[config.mk]
export PLATFORM = sky130hd
export DESIGN_NAME = inst_fetch_queue_flat
export DESIGN_NICKNAME = d
export VERILOG_FILES = /design/src/rtl/inst_fetch_queue_if.sv /design/src/rtl/inst_fetch_queue.sv /design/src/flat_wrapper.sv
export SDC_FILE = /design/constraint.sdc
export NUM_CORES = 1
export LEC_CHECK = 0
export BUFFER_PORTS_ARGS = -buffer_cell sky130_fd_sc_hd__buf_4
export CAP_MARGIN = 5
export CORE_ASPECT_RATIO = 1.2
export CORE_MARGIN = 1.5
export CORE_UTILIZATION = 59
export DETAILED_ROUTE_END_ITERATION = 16
export PLACE_DENSITY = 0.79
export SKIP_LAST_GASP = 1
export SLEW_MARGIN = 20
export SYNTH_ARGS = -nofsm -noshare
export SYNTH_HDL_FRONTEND = slang
export SYNTH_SLANG_ARGS = --single-unit
[constraint.sdc]
create_clock -name clk -period 3.7 [get_ports clk]
set_input_delay 0 -clock clk [delete_from_list [all_inputs] [get_ports clk]]
set_output_delay 0 -clock clk [all_outputs]
set_load 0.03 [all_outputs]
[src/rtl/inst_fetch_queue_if.sv]
// Fetch-queue bus: imem request/response, redirect input and decode output.
// master is the fetch queue side, slave is the memory/decode/branch side.
interface inst_fetch_queue_if;
  logic        imem_req_valid;
  logic        imem_req_ready;
  logic [31:0] imem_req_addr;
  logic        imem_resp_valid;
  logic [31:0] imem_resp_inst;
  logic        redirect_valid;
  logic [31:0] redirect_pc;
  logic        dec_valid;
  logic        dec_ready;
  logic [31:0] dec_inst;
  logic [31:0] dec_pc;

  modport master (
    output imem_req_valid, imem_req_addr,
    input  imem_req_ready,
    input  imem_resp_valid, imem_resp_inst,
    input  redirect_valid, redirect_pc,
    output dec_valid, dec_inst, dec_pc,
    input  dec_ready
  );

  modport slave (
    input  imem_req_valid, imem_req_addr,
    output imem_req_ready,
    output imem_resp_valid, imem_resp_inst,
    output redirect_valid, redirect_pc,
    input  dec_valid, dec_inst, dec_pc,
    output dec_ready
  );
endinterface

[src/rtl/inst_fetch_queue.sv]
// Sequential PC generator plus in-order instruction FIFO feeding decode.
// Redirects flush the FIFO and drop responses that are still in flight.
module inst_fetch_queue #(
  parameter int unsigned DEPTH    = 4,
  parameter logic [31:0] RESET_PC = 32'h0000_0000
) (
  input logic              clk,
  input logic              rst,
  inst_fetch_queue_if.master bus
);
  localparam int AW = $clog2(DEPTH);
  localparam int CW = AW + 1;
  localparam logic [CW:0] LIM = (CW+1)'(DEPTH);

  logic [31:0]   r_fetch_pc;
  logic [CW-1:0] r_cnt;
  logic [CW-1:0] r_out;
  logic [CW-1:0] r_drop;
  logic [AW-1:0] r_wp;
  logic [AW-1:0] r_rp;
  logic [AW-1:0] r_tw;
  logic [AW-1:0] r_tr;
  logic [31:0]   r_inst [DEPTH];
  logic [31:0]   r_pc   [DEPTH];
  logic [31:0]   r_tag  [DEPTH];

  logic [CW:0]   w_sum;
  logic          w_req;
  logic          w_hs;
  logic          w_resp;
  logic          w_push;
  logic          w_pop;
  logic          w_redir;
  logic [CW-1:0] w_out_nx;
  logic          w_unused;

  assign w_redir  = bus.redirect_valid;
  assign w_sum    = {1'b0, r_cnt} + {1'b0, r_out};
  assign w_req    = !rst && !w_redir && (w_sum < LIM);
  assign w_hs     = w_req && bus.imem_req_ready;
  // a response with nothing outstanding is a protocol error and ignored
  assign w_resp   = bus.imem_resp_valid && (r_out != '0);
  assign w_push   = w_resp && (r_drop == '0) && !w_redir;
  assign w_pop    = (r_cnt != '0) && bus.dec_ready;
  assign w_out_nx = r_out + CW'(w_hs) - CW'(w_resp);
  assign w_unused = ^bus.redirect_pc[1:0];

  assign bus.imem_req_valid = w_req;
  assign bus.imem_req_addr  = r_fetch_pc;
  assign bus.dec_valid      = (r_cnt != '0);
  assign bus.dec_inst       = bus.dec_valid ? r_inst[r_rp] : 32'h0;
  assign bus.dec_pc         = bus.dec_valid ? r_pc[r_rp]   : 32'h0;

  always_ff @(posedge clk) begin
    if (rst) begin
      r_fetch_pc <= RESET_PC;
      r_cnt      <= '0;
      r_out      <= '0;
      r_drop     <= '0;
      r_wp       <= '0;
      r_rp       <= '0;
      r_tw       <= '0;
      r_tr       <= '0;
    end else begin
      r_out <= w_out_nx;
      if (w_hs)   r_tw <= r_tw + AW'(1);
      if (w_resp) r_tr <= r_tr + AW'(1);
      if (w_redir) begin
        r_fetch_pc <= {bus.redirect_pc[31:2], 2'b00};
        r_drop     <= w_out_nx;
        r_cnt      <= '0;
        r_wp       <= '0;
        r_rp       <= '0;
      end else begin
        if (w_hs) r_fetch_pc <= r_fetch_pc + 32'd4;
        if (w_resp && (r_drop != '0)) r_drop <= r_drop - CW'(1);
        if (w_push) r_wp <= r_wp + AW'(1);
        if (w_pop)  r_rp <= r_rp + AW'(1);
        r_cnt <= r_cnt + CW'(w_push) - CW'(w_pop);
      end
    end
  end

  // storage arrays carry no reset; validity is tracked by the pointers
  always_ff @(posedge clk) begin
    if (w_hs) r_tag[r_tw] <= r_fetch_pc;
    if (!rst && w_push) begin
      r_inst[r_wp] <= bus.imem_resp_inst;
      r_pc[r_wp]   <= r_tag[r_tr];
    end
  end
endmodule

[src/flat_wrapper.sv]
// flat-port wrapper written by rule: the top's interface ports become plain ports
module inst_fetch_queue_flat 
#(
  parameter int unsigned DEPTH    = 4,
  parameter logic [31:0] RESET_PC = 32'h0000_0000
)
  (clk, rst, bus_imem_req_valid, bus_imem_req_addr, bus_imem_req_ready, bus_imem_resp_valid, bus_imem_resp_inst, bus_redirect_valid, bus_redirect_pc, bus_dec_valid, bus_dec_inst, bus_dec_pc, bus_dec_ready);
  inst_fetch_queue_if bus_i ();
  input logic clk;
  input logic rst;
  output wire logic [$bits(bus_i.imem_req_valid)-1:0] bus_imem_req_valid;
  output wire logic [$bits(bus_i.imem_req_addr)-1:0] bus_imem_req_addr;
  input wire logic [$bits(bus_i.imem_req_ready)-1:0] bus_imem_req_ready;
  input wire logic [$bits(bus_i.imem_resp_valid)-1:0] bus_imem_resp_valid;
  input wire logic [$bits(bus_i.imem_resp_inst)-1:0] bus_imem_resp_inst;
  input wire logic [$bits(bus_i.redirect_valid)-1:0] bus_redirect_valid;
  input wire logic [$bits(bus_i.redirect_pc)-1:0] bus_redirect_pc;
  output wire logic [$bits(bus_i.dec_valid)-1:0] bus_dec_valid;
  output wire logic [$bits(bus_i.dec_inst)-1:0] bus_dec_inst;
  output wire logic [$bits(bus_i.dec_pc)-1:0] bus_dec_pc;
  input wire logic [$bits(bus_i.dec_ready)-1:0] bus_dec_ready;
  assign bus_imem_req_valid = bus_i.imem_req_valid;
  assign bus_imem_req_addr = bus_i.imem_req_addr;
  assign bus_i.imem_req_ready = bus_imem_req_ready;
  assign bus_i.imem_resp_valid = bus_imem_resp_valid;
  assign bus_i.imem_resp_inst = bus_imem_resp_inst;
  assign bus_i.redirect_valid = bus_redirect_valid;
  assign bus_i.redirect_pc = bus_redirect_pc;
  assign bus_dec_valid = bus_i.dec_valid;
  assign bus_dec_inst = bus_i.dec_inst;
  assign bus_dec_pc = bus_i.dec_pc;
  assign bus_i.dec_ready = bus_dec_ready;
  inst_fetch_queue #(.DEPTH(DEPTH), .RESET_PC(RESET_PC)) u_core (.clk(clk), .rst(rst), .bus(bus_i));
endmodule
==> metrics, run 1 <==
DRT antenna net count 0; depth of the most critical reg-to-reg path 10; vias in the first global route 9699; Setup Crit Path Kind flop to flop; Inst Count DP 1414; total power 11.0 mW; CTS sink cnt 419; ys async rst share 0; CTS tree yes; Crit. End Element flop; post-CTS resize count 0; Final Hold Viols 0; Final Skew 16.5 ps; GP Congestion 0.843; max_cap viols 0; # rows 66; outcome finished, final reports clean; largest net degree at the start of global routing 64; io pins 168; Lkg Pwr 7.03 nW; Reg power frac 0.515; via count 9236; Seq cells post-synth 419; critical path, cell by cell ha_1 -> or4b_4 -> or2_1 -> buf_4 -> clkinv_1 -> buf_4 -> nand2_1 -> or3_1 -> a31oi_1 -> dlygate4sd3_1; Setup violations, final 0; Worst-path clk slew 70 ps; Worst-Skew Late Latency 520 ps; vias per cell 5.87; initial core utilization 0.605; Non-Filler Instances 1574; most common cell after layout, fill and taps aside edfxtp_1; Post-Syn Area per Cell 18.3 um2; worst-path maximum fanout 29; mapped cell area 16500 um2; Seq/Total Area, Yosys 0.730; Detailed Route Iter0 Violations 728; reg2reg end u_core.bus.imem_req_addr[15]; DRC viols 0; CP arrival 3880 ps; Post-CTS Repair Setup Buffers 0; slew margin rel. 0.389; core footprint 27300 um2; placed cell area 18200 um2; combinational power share 0.138; Syn. warnings 0; fillcell total 1568; WHS Path Cells 4; Final #Nets 1260; Slew @ Worst Pin 908 ps; pre-CTS setup slack 817 ps; Final Cell Area 20300 um2; post-cts hold buffer count 90; n_diodes 0; CP max stage delay 550 ps; slowest CP cell dlygate4sd3_1; Post-Route Setup TNS 0 ps; setup ws final 293 ps; Slew Limit Fails 0; power density over cell area 540 nW/um2; Longest Clk Path Bufs 3; Hold Slack 62.2 ps; Post-Synthesis Cells 906; switching share of power 0.244; ys flop type edfxtp_1; total gr overflow 0; most frequent cells in the layout edfxtp_1, buf_4, mux4_2; clock share of power 0.347; CTS H-Tree Depth 2; final design utilization 0.744; share of layout cells above drive strength 1 0.285; Net Sw Power 2.67 mW; TritonCTS Buffers 39; first-pass GRT wire length 53.5 mm; maximum vdd drop 0.341 mV; antenna violations before repair 0; nature of the critical path startpoint flop; fin crit share 0.921; worst r2r src u_core.r_out[2]; Hold Crit Start bus_imem_resp_valid; Worst Hold Class input pin to flop; Die X 156 um; Port Buffers 161; Routed WL 34.2 mm; P&R area growth vs syn 22.9%; drt pass-1 iters 5; R2R setup slack 290 ps; height of the die 186 um; Max Fclk 294 MHz; post-layout minimum cycle time 3410 ps; post-DP HPWL 18.7 mm; Pint 8.30 mW; number of enable flip-flop cells after synthesis 368; root buffer cell clkbuf_16; Data required, critical path 4170 ps; GRT Overall Usage 0.241; unique cell type count in the Yosys netlist 51; cell mode on critical path buf_4; Die Area 29100 um2; average detailed-routed wire length per instance 21.7 um; RSZ-0062 raised after global routing false
cells by family after synthesis:
logic type	count (synthesis)	synth area share
flops	419	0.730
simple gates	209	0.0707
mux	96	0.128
compound gates	72	0.0281
buf+inv	71	0.0181
fa+ha+maj	19	0.0153
xor+xnor	19	0.0101
other cells	1	0.000227
synth_stat cells, types with 7 or more instances:
| cell type | instances | area share |
|---|---|---|
| edfxtp_1 | 368 | 0.67 |
| mux4_2 | 92 | 0.13 |
| and2_1 | 76 | 0.029 |
| dfxtp_1 | 51 | 0.062 |
| nor2_1 | 34 | 0.0077 |
| clkbuf_1 | 27 | 0.0061 |
| nand2_1 | 26 | 0.0059 |
| inv_1 | 23 | 0.0052 |
| a21oi_1 | 20 | 0.0061 |
| ha_1 | 17 | 0.013 |
| nand4_1 | 14 | 0.0053 |
| nand3_1 | 12 | 0.0036 |
| o21ai_0 | 12 | 0.0036 |
| xnor2_1 | 12 | 0.0064 |
| nor2b_1 | 10 | 0.0038 |
| buf_2 | 8 | 0.0024 |
| a31oi_1 | 7 | 0.0026 |
| buf_1 | 7 | 0.0016 |
| xor2_1 | 7 | 0.0037 |
worst max-delay path by stage:
stage                          start                      endpoint  slack (ps)  depth (start not counted)
floorplan           u_core.r_drop[0]           u_core.r_inst[0][0]         890                          6
detailed placement   u_core.r_out[1]              u_core.r_drop[2]         820                         10
global route         u_core.r_out[2]  u_core.bus.imem_req_addr[15]         150                         10
CTS                  u_core.r_out[2]   u_core.bus.imem_req_addr[3]         430                         10
global placement     u_core.r_out[1]              u_core.r_drop[2]         880                         10
finish               u_core.r_out[2]  u_core.bus.imem_req_addr[15]         290                         10
routing by layer:
metal	vias up	part of all wire	GRT usage
met5	-	0	0
met4	0	0.023	0.0725
met3	70	0.063	0.0362
met2	417	0.52	0.413
met1	4658	0.40	0.324
li1	4091	-	-
worst max-delay path, delay by kind of cell, from the launching register on:
kind	cells	cell delay [ps]
buffers and inverters	4	1300
AND/OR/NAND/NOR	4	1290
adder cells (fa/ha/maj)	1	230
flip-flops	1	350
AO/OA/AOI/OAI	1	160
cell type report:
cell class / instances / area, um2 / share of cell area
Timing Repair Buffer: 268 / 2290 / 0.113
Tap cell: 374 / 468 / 0.0230
Clock buffer: 47 / 1050 / 0.0516
Clock inverter: 23 / 161 / 0.00794
Inverter: 24 / 90.1 / 0.00443
Sequential cell: 419 / 12100 / 0.594
Multi-Input combinational cell: 419 / 4190 / 0.206
sequential cells by signal, summed over array words and instances, names as in the netlist, named ones only:
signal and cells:
u_core.r_rp 2, u_core.r_tw 2, u_core.bus.imem_req_addr 30, u_core.r_tag 120
u_core.r_inst 128, u_core.r_pc 120, u_core.r_tr 2, u_core.r_out 3
u_core.r_wp 2, u_core.r_cnt 3, u_core.r_drop 3
power groups by stage:
stage	registers (mW)	clock network, mW	logic, mW
after floorplan	5.64	0	1.04
after global placement	5.74	0	1.40
after detailed placement	5.75	0	1.44
after CTS	5.66	3.86	1.53
after global routing	5.68	4.05	1.64
final	5.65	3.80	1.52
Note: power is estimated with default switching activity, not from simulation.
==> run 2: changes to the inputs <==
Settings changed: CELL_PAD_IN_SITES_DETAIL_PLACEMENT set to 1, CELL_PAD_IN_SITES_GLOBAL_PLACEMENT set to 1, CORE_UTILIZATION 59 to 50, PLACE_DENSITY 0.79 to 0.78.
==> run 2 against run 1 <==
Against the previous run: clock skew is 7.2 ps lower; sequential power is 0.7% lower; combinational power is 5% higher; wire length is 7.6% higher; maximum frequency is 7.8% higher; first-iteration DRC count is 23% lower; via count is 0.97% lower; non-clock buffer count is 1 lower; final cell count is 2.0% higher; critical path type unchanged; largest power group unchanged; highest routed layer unchanged.
==> metrics, run 2 (synthesized netlist as in run 1, its figures left out) <==
GP Congestion 0.779 (-7.6%); Routed WL 36.8 mm (+7.6%); first-pass GRT wire length 57.1 mm (+6.8%); core footprint 32400 um2 (+19%); nature of the critical path startpoint flop; slowest CP cell dlygate4sd3_1; Port Buffers 161 (unchanged); io pins 168 (unchanged); Final Skew 9.31 ps (-7.20 ps); worst-path maximum fanout 21 (-28%); vias per cell 5.69 (-2.9%); vias in the first global route 10100 (+4.1%); Detailed Route Iter0 Violations 557 (-23%); max_cap viols 0 (unchanged); Final #Nets 1261 (+0.079%); post-cts hold buffer count 90 (unchanged); antenna violations before repair 0 (unchanged); slew margin rel. 0.394 (+0.00453); setup ws final 540 ps (+247 ps); Post-Route Setup TNS 0 ps (unchanged); Max Fclk 316 MHz (+7.8%); average detailed-routed wire length per instance 22.9 um (+5.5%); Pint 8.41 mW (+1.3%); fin crit share 0.854 (-0.0667); DRT antenna net count 0 (unchanged); combinational power share 0.144 (+0.006); CTS H-Tree Depth 2 (unchanged); power density over cell area 545 nW/um2 (+0.90%); maximum vdd drop 0.259 mV (-24%); post-DP HPWL 21.3 mm (+14%); P&R area growth vs syn 23.5%; biggest regs u_core.r_inst: 128 flops, u_core.r_pc: 120 flops, u_core.r_tag: 120 flops; root buffer cell clkbuf_16; initial core utilization 0.510 (-0.0951); Worst Hold Class input pin to flop; drt pass-1 iters 5 (unchanged); most common cell after layout, fill and taps aside edfxtp_1; Reg power frac 0.504 (-0.011); pre-CTS setup slack 1110 ps (+291 ps); Die X 169 um (+8.5%); TritonCTS Buffers 41 (+5.1%); total gr overflow 0 (unchanged); Lkg Pwr 7.04 nW (about the same); Crit. End Element flop; max FFs per register 128 (unchanged); largest net degree at the start of global routing 64 (unchanged); Most flops, register u_core.r_inst; post-layout minimum cycle time 3160 ps (-247 ps); clock share of power 0.352 (+0.005); GRT Overall Usage 0.222 (-0.0196); Data required, critical path 4170 ps (about the same); critical path, cell by cell ha_1 -> or4b_4 -> or2_1 -> clkinv_1 -> buf_4 -> nand2_1 -> or3_1 -> a31oi_1 -> dlygate4sd3_1; most frequent cells in the layout edfxtp_1, buf_4, mux4_2; post-CTS resize count 0 (unchanged); # rows 72 (+9.1%); CP arrival 3630 ps (-250 ps); n_diodes 0 (unchanged); CTS tree yes; Net Sw Power 2.72 mW (+1.8%); share of layout cells above drive strength 1 0.284 (-0.000596); Worst-path clk slew 60 ps (about the same); Final Hold Viols 0 (unchanged); Setup violations, final 0 (unchanged); outcome finished, final reports clean; Hold Slack 61.2 ps (-1.05 ps); Longest Clk Path Bufs 3 (unchanged); via count 9146 (-0.97%); DRC viols 0 (unchanged); RSZ-0062 raised after global routing false; Die Area 34200 um2 (+18%); Post-CTS Repair Setup Buffers 0 (unchanged); Slew @ Worst Pin 902 ps (-6.74 ps); Setup Crit Path Kind flop to flop; Slew Limit Fails 0 (unchanged); Worst-Skew Late Latency 520 ps (about the same); switching share of power 0.245 (+0.000962); CTS sink cnt 419 (unchanged); height of the die 202 um (+8.5%); CP max stage delay 570 ps (+20 ps)
[run 2: cell types whose count changed in the layout (fill, tap and decap cells not counted)]
cell        delta
dfxtp_2        +1
clkinvlp_2     +1
clkinvlp_4     +2
dfxtp_4        -1
buf_4          -3
buf_12         +2
clkinv_2       -7
clkinv_1       +2
clkinv_4       +2
bufinv_16      +1
clkbuf_8       +1
clkbuf_1       -2
[run 2: final cells by class]
cell class              count  area, um2
repair buffers            267       2300
clock buffers              46       1050
inverters                  24       90.1
well taps                 407        509
flip-flops and latches    419      12100
multi-input cells         419       4190
fillers                  2826      12000
clock inverters            24        201
[run 2: worst paths after layout]
kind | end | depth (start not counted) | slack (ps) | start
setup / recovery | u_core.bus.imem_req_addr[15] | 9 | 540 | u_core.r_out[2]
hold / removal | u_core.r_tr[0] | 4 | 60 | bus_imem_resp_valid
setup reg to reg | u_core.bus.imem_req_addr[15] | 9 | 540 | u_core.r_out[2]
hold reg to reg | u_core.r_tw[1] | 2 | 510 | u_core.r_tw[1]
[run 2: critical path, delay by kind of cell (launching register included)]
kind	cells	cell delay, ps
and+or+nand+nor	4	1280
adders and majority gates	1	230
AOI/OAI and AO/OA	1	170
buffers and inverters	3	1060
DFF	1	340
[run 2: layer usage]
metal | share of wire | track usage
met1 | 0.40 | 0.273
met3 | 0.049 | 0.0333
met2 | 0.52 | 0.400
met4 | 0.028 | 0.0759
met5 | 0 | 0
[run 2: power by group through the flow]
stage	Sequential, mW	Combinational, mW	Clock [mW]
4_1_cts	5.62	1.62	4.01
6_report	5.61	1.60	3.92
5_1_grt	5.64	1.74	4.15
3_5_place_dp	5.71	1.53	0
2_1_floorplan	5.64	1.04	0
3_3_place_gp	5.70	1.47	0
[run 2: stage by stage]
stage / total power, mW / instances / cell area (um2) / utilization
after global routing: 11.5 / 1606 / 20400 / 0.630
final: 11.1 / 1606 / 20400 / 0.630
after CTS: 11.2 / 1606 / 20400 / 0.630
after detailed placement: 7.25 / 1446 / 18300 / 0.563
after global placement: 7.17 / 1446 / 18300 / 0.563
after floorplan: 6.67 / 909 / 16600 / -
==> run 3: changes to the inputs <==
Settings changed: CORE_UTILIZATION 50 to 30, PLACE_DENSITY 0.78 to 0.51.
==> run 3 against run 2 <==
Against the previous run: first-iteration DRC count shrank 9.3%; clock skew grew 12 ps; final cell count grew 21%; clock-buffer cell count grew 15; register-to-register slack lost 380 ps; via count grew 0.43%; total power grew 3.7%; die area grew 65%; largest power group unchanged.
==> metrics, run 3 (synthesized netlist as in run 1, its figures left out) <==
outcome finished, final reports clean; Post-Route Setup TNS 0 ps (unchanged); max FFs per register 128 (unchanged); Die X 217 um (+29%); share of layout cells above drive strength 1 0.288 (+0.00400); P&R area growth vs syn 27.6%; RSZ-0062 raised after global routing false; fillcell total 5473 (+94%); CTS tree yes; Final #Nets 1279 (+1.4%); most common cell after layout, fill and taps aside edfxtp_1; switching share of power 0.254 (+0.00904); CTS sink cnt 419 (unchanged); routed wl met2 20.8 mm (+8.1%); Detailed Route Iter0 Violations 505 (-9.3%); Max Used Layer met4; root buffer cell clkbuf_16; setup ws final 161 ps (-379 ps); Non-Filler Instances 1944 (+21%); Port Buffers 161 (unchanged); Slew Limit Fails 0 (unchanged); Worst Hold Class input pin to flop; slew margin rel. 0.435 (+0.0411); clock share of power 0.373 (+0.021); Met1 Wirelength 17.2 mm (+17%); drt pass-1 iters 4 (-1); n_diodes 0 (unchanged); vias per cell 4.72 (-17%); final design utilization 0.386 (-0.244); post-layout minimum cycle time 3540 ps (+379 ps); Post-CTS Repair Setup Buffers 0 (unchanged); vias in the first global route 10100 (+0.21%); Die Area 56600 um2 (+65%); Lkg Pwr 7.19 nW (+2.2%); largest net degree at the start of global routing 64 (unchanged); initial core utilization 0.302 (-0.208); power density over cell area 547 nW/um2 (+0.34%); height of the die 260 um (+29%); CP arrival 4020 ps (+390 ps); Pint 8.61 mW (+2.5%); Max Fclk 283 MHz (-11%); max_cap viols 0 (unchanged); Final Skew 20.9 ps (+11.6 ps); DRC viols 0 (unchanged); Routed WL 40.4 mm (+9.9%); DRT antenna net count 0 (unchanged); total gr overflow 0 (unchanged); Worst-path clk slew 60 ps (about the same); worst-path maximum fanout 21 (unchanged); Setup Crit Path Kind flop to flop; maximum vdd drop 0.273 mV (+5.2%); Inst Count DP 1765 (+22%); combinational power share 0.142 (-0.002); fin crit share 0.956 (+0.102); met3 routed WL 1.66 mm (-7.6%); CTS H-Tree Depth 2 (unchanged); # rows 94 (+31%); via count 9185 (+0.43%); Data required, critical path 4180 ps (about the same); average detailed-routed wire length per instance 20.8 um (-9.2%); post-DP HPWL 24.4 mm (+15%); nature of the critical path startpoint flop; biggest regs u_core.r_inst: 128 flops, u_core.r_pc: 120 flops, u_core.r_tag: 120 flops; GP Congestion 0.698 (-10%); Longest Clk Path Bufs 3 (unchanged); GRT Overall Usage 0.146 (-0.0754); TritonCTS Buffers 45 (+9.8%); Reg power frac 0.484 (-0.020); pre-CTS setup slack 1120 ps (+11.3 ps); Worst-Skew Late Latency 580 ps (+60 ps); Slew @ Worst Pin 847 ps (-54.1 ps); Crit. End Element flop; most frequent cells in the layout edfxtp_1, buf_4, dlygate4sd3_1; Net Sw Power 2.93 mW (+7.5%); io pins 168 (unchanged); antenna violations before repair 0 (unchanged); core footprint 54700 um2 (+69%); first-pass GRT wire length 62.0 mm (+8.4%); Final Hold Viols 0 (unchanged); Most flops, register u_core.r_inst; Setup violations, final 0 (unchanged)
[run 3: critical path: stages, from the launching register on]
cell and delay (ps):
dfxtp_1 340, ha_1 230, or4b_4 540, or2_1 240, clkinv_1 170, buf_6 250
mux2_2 360, mux2i_1 130, dlygate4sd3_1 570, nor2_1 40, dlygate4sd3_1 560
[run 3: layer usage]
metal  track usage  vias up
met5             0        -
met1         0.180     4806
met4        0.0401        0
li1              -     4137
met2         0.261      190
met3        0.0274       52
[run 3: path summary, 6_finish.rpt]
kind / from / endpoint / slack, ps / cells past startpoint
max: u_core.r_out[2] / u_core.bus.imem_req_addr[3] / 160 / 10
min: bus_imem_resp_inst[28] / u_core.r_inst[1][28] / 160 / 2
max reg2reg: u_core.r_out[2] / u_core.bus.imem_req_addr[3] / 160 / 10
min reg2reg: u_core.r_tw[1] / u_core.r_tw[1] / 490 / 2
[run 3: stage by stage]
| step | power, mW | hold slack [ps] | instance area [um2] |
|---|---|---|---|
| after global routing | 12.0 | 148 | 21100 |
| after floorplan | 6.67 | 98.9 | 16600 |
| final | 11.5 | 165 | 21100 |
| after global placement | 7.28 | 204 | 18700 |
| after detailed placement | 7.30 | 207 | 18700 |
| after CTS | 11.8 | 136 | 21100 |
[run 3: area by class of cell]
class | instances | area [um2] | area share
clock inverters | 20 | 151 | 0.00717
flip-flops and latches | 419 | 12100 | 0.572
multi-input cells | 419 | 4190 | 0.199
well taps | 720 | 901 | 0.0427
clock buffers | 61 | 1250 | 0.0592
inverters | 24 | 90.1 | 0.00427
repair buffers | 281 | 2450 | 0.116
[run 3: what timing repair did]
item	CTS	global route
hold buffers	98	0
hold endpoints to repair	174	0
setup endpoints to repair	0	1
resized for setup	0	1
[run 3: power groups by stage]
| stage | clock (mW) | combinational (mW) | sequential [mW] |
|---|---|---|---|
| finish | 4.31 | 1.64 | 5.59 |
| global placement | 0 | 1.58 | 5.69 |
| global route | 4.61 | 1.81 | 5.62 |
| detailed placement | 0 | 1.60 | 5.70 |
| CTS | 4.46 | 1.70 | 5.60 |
| floorplan | 0 | 1.04 | 5.64 |
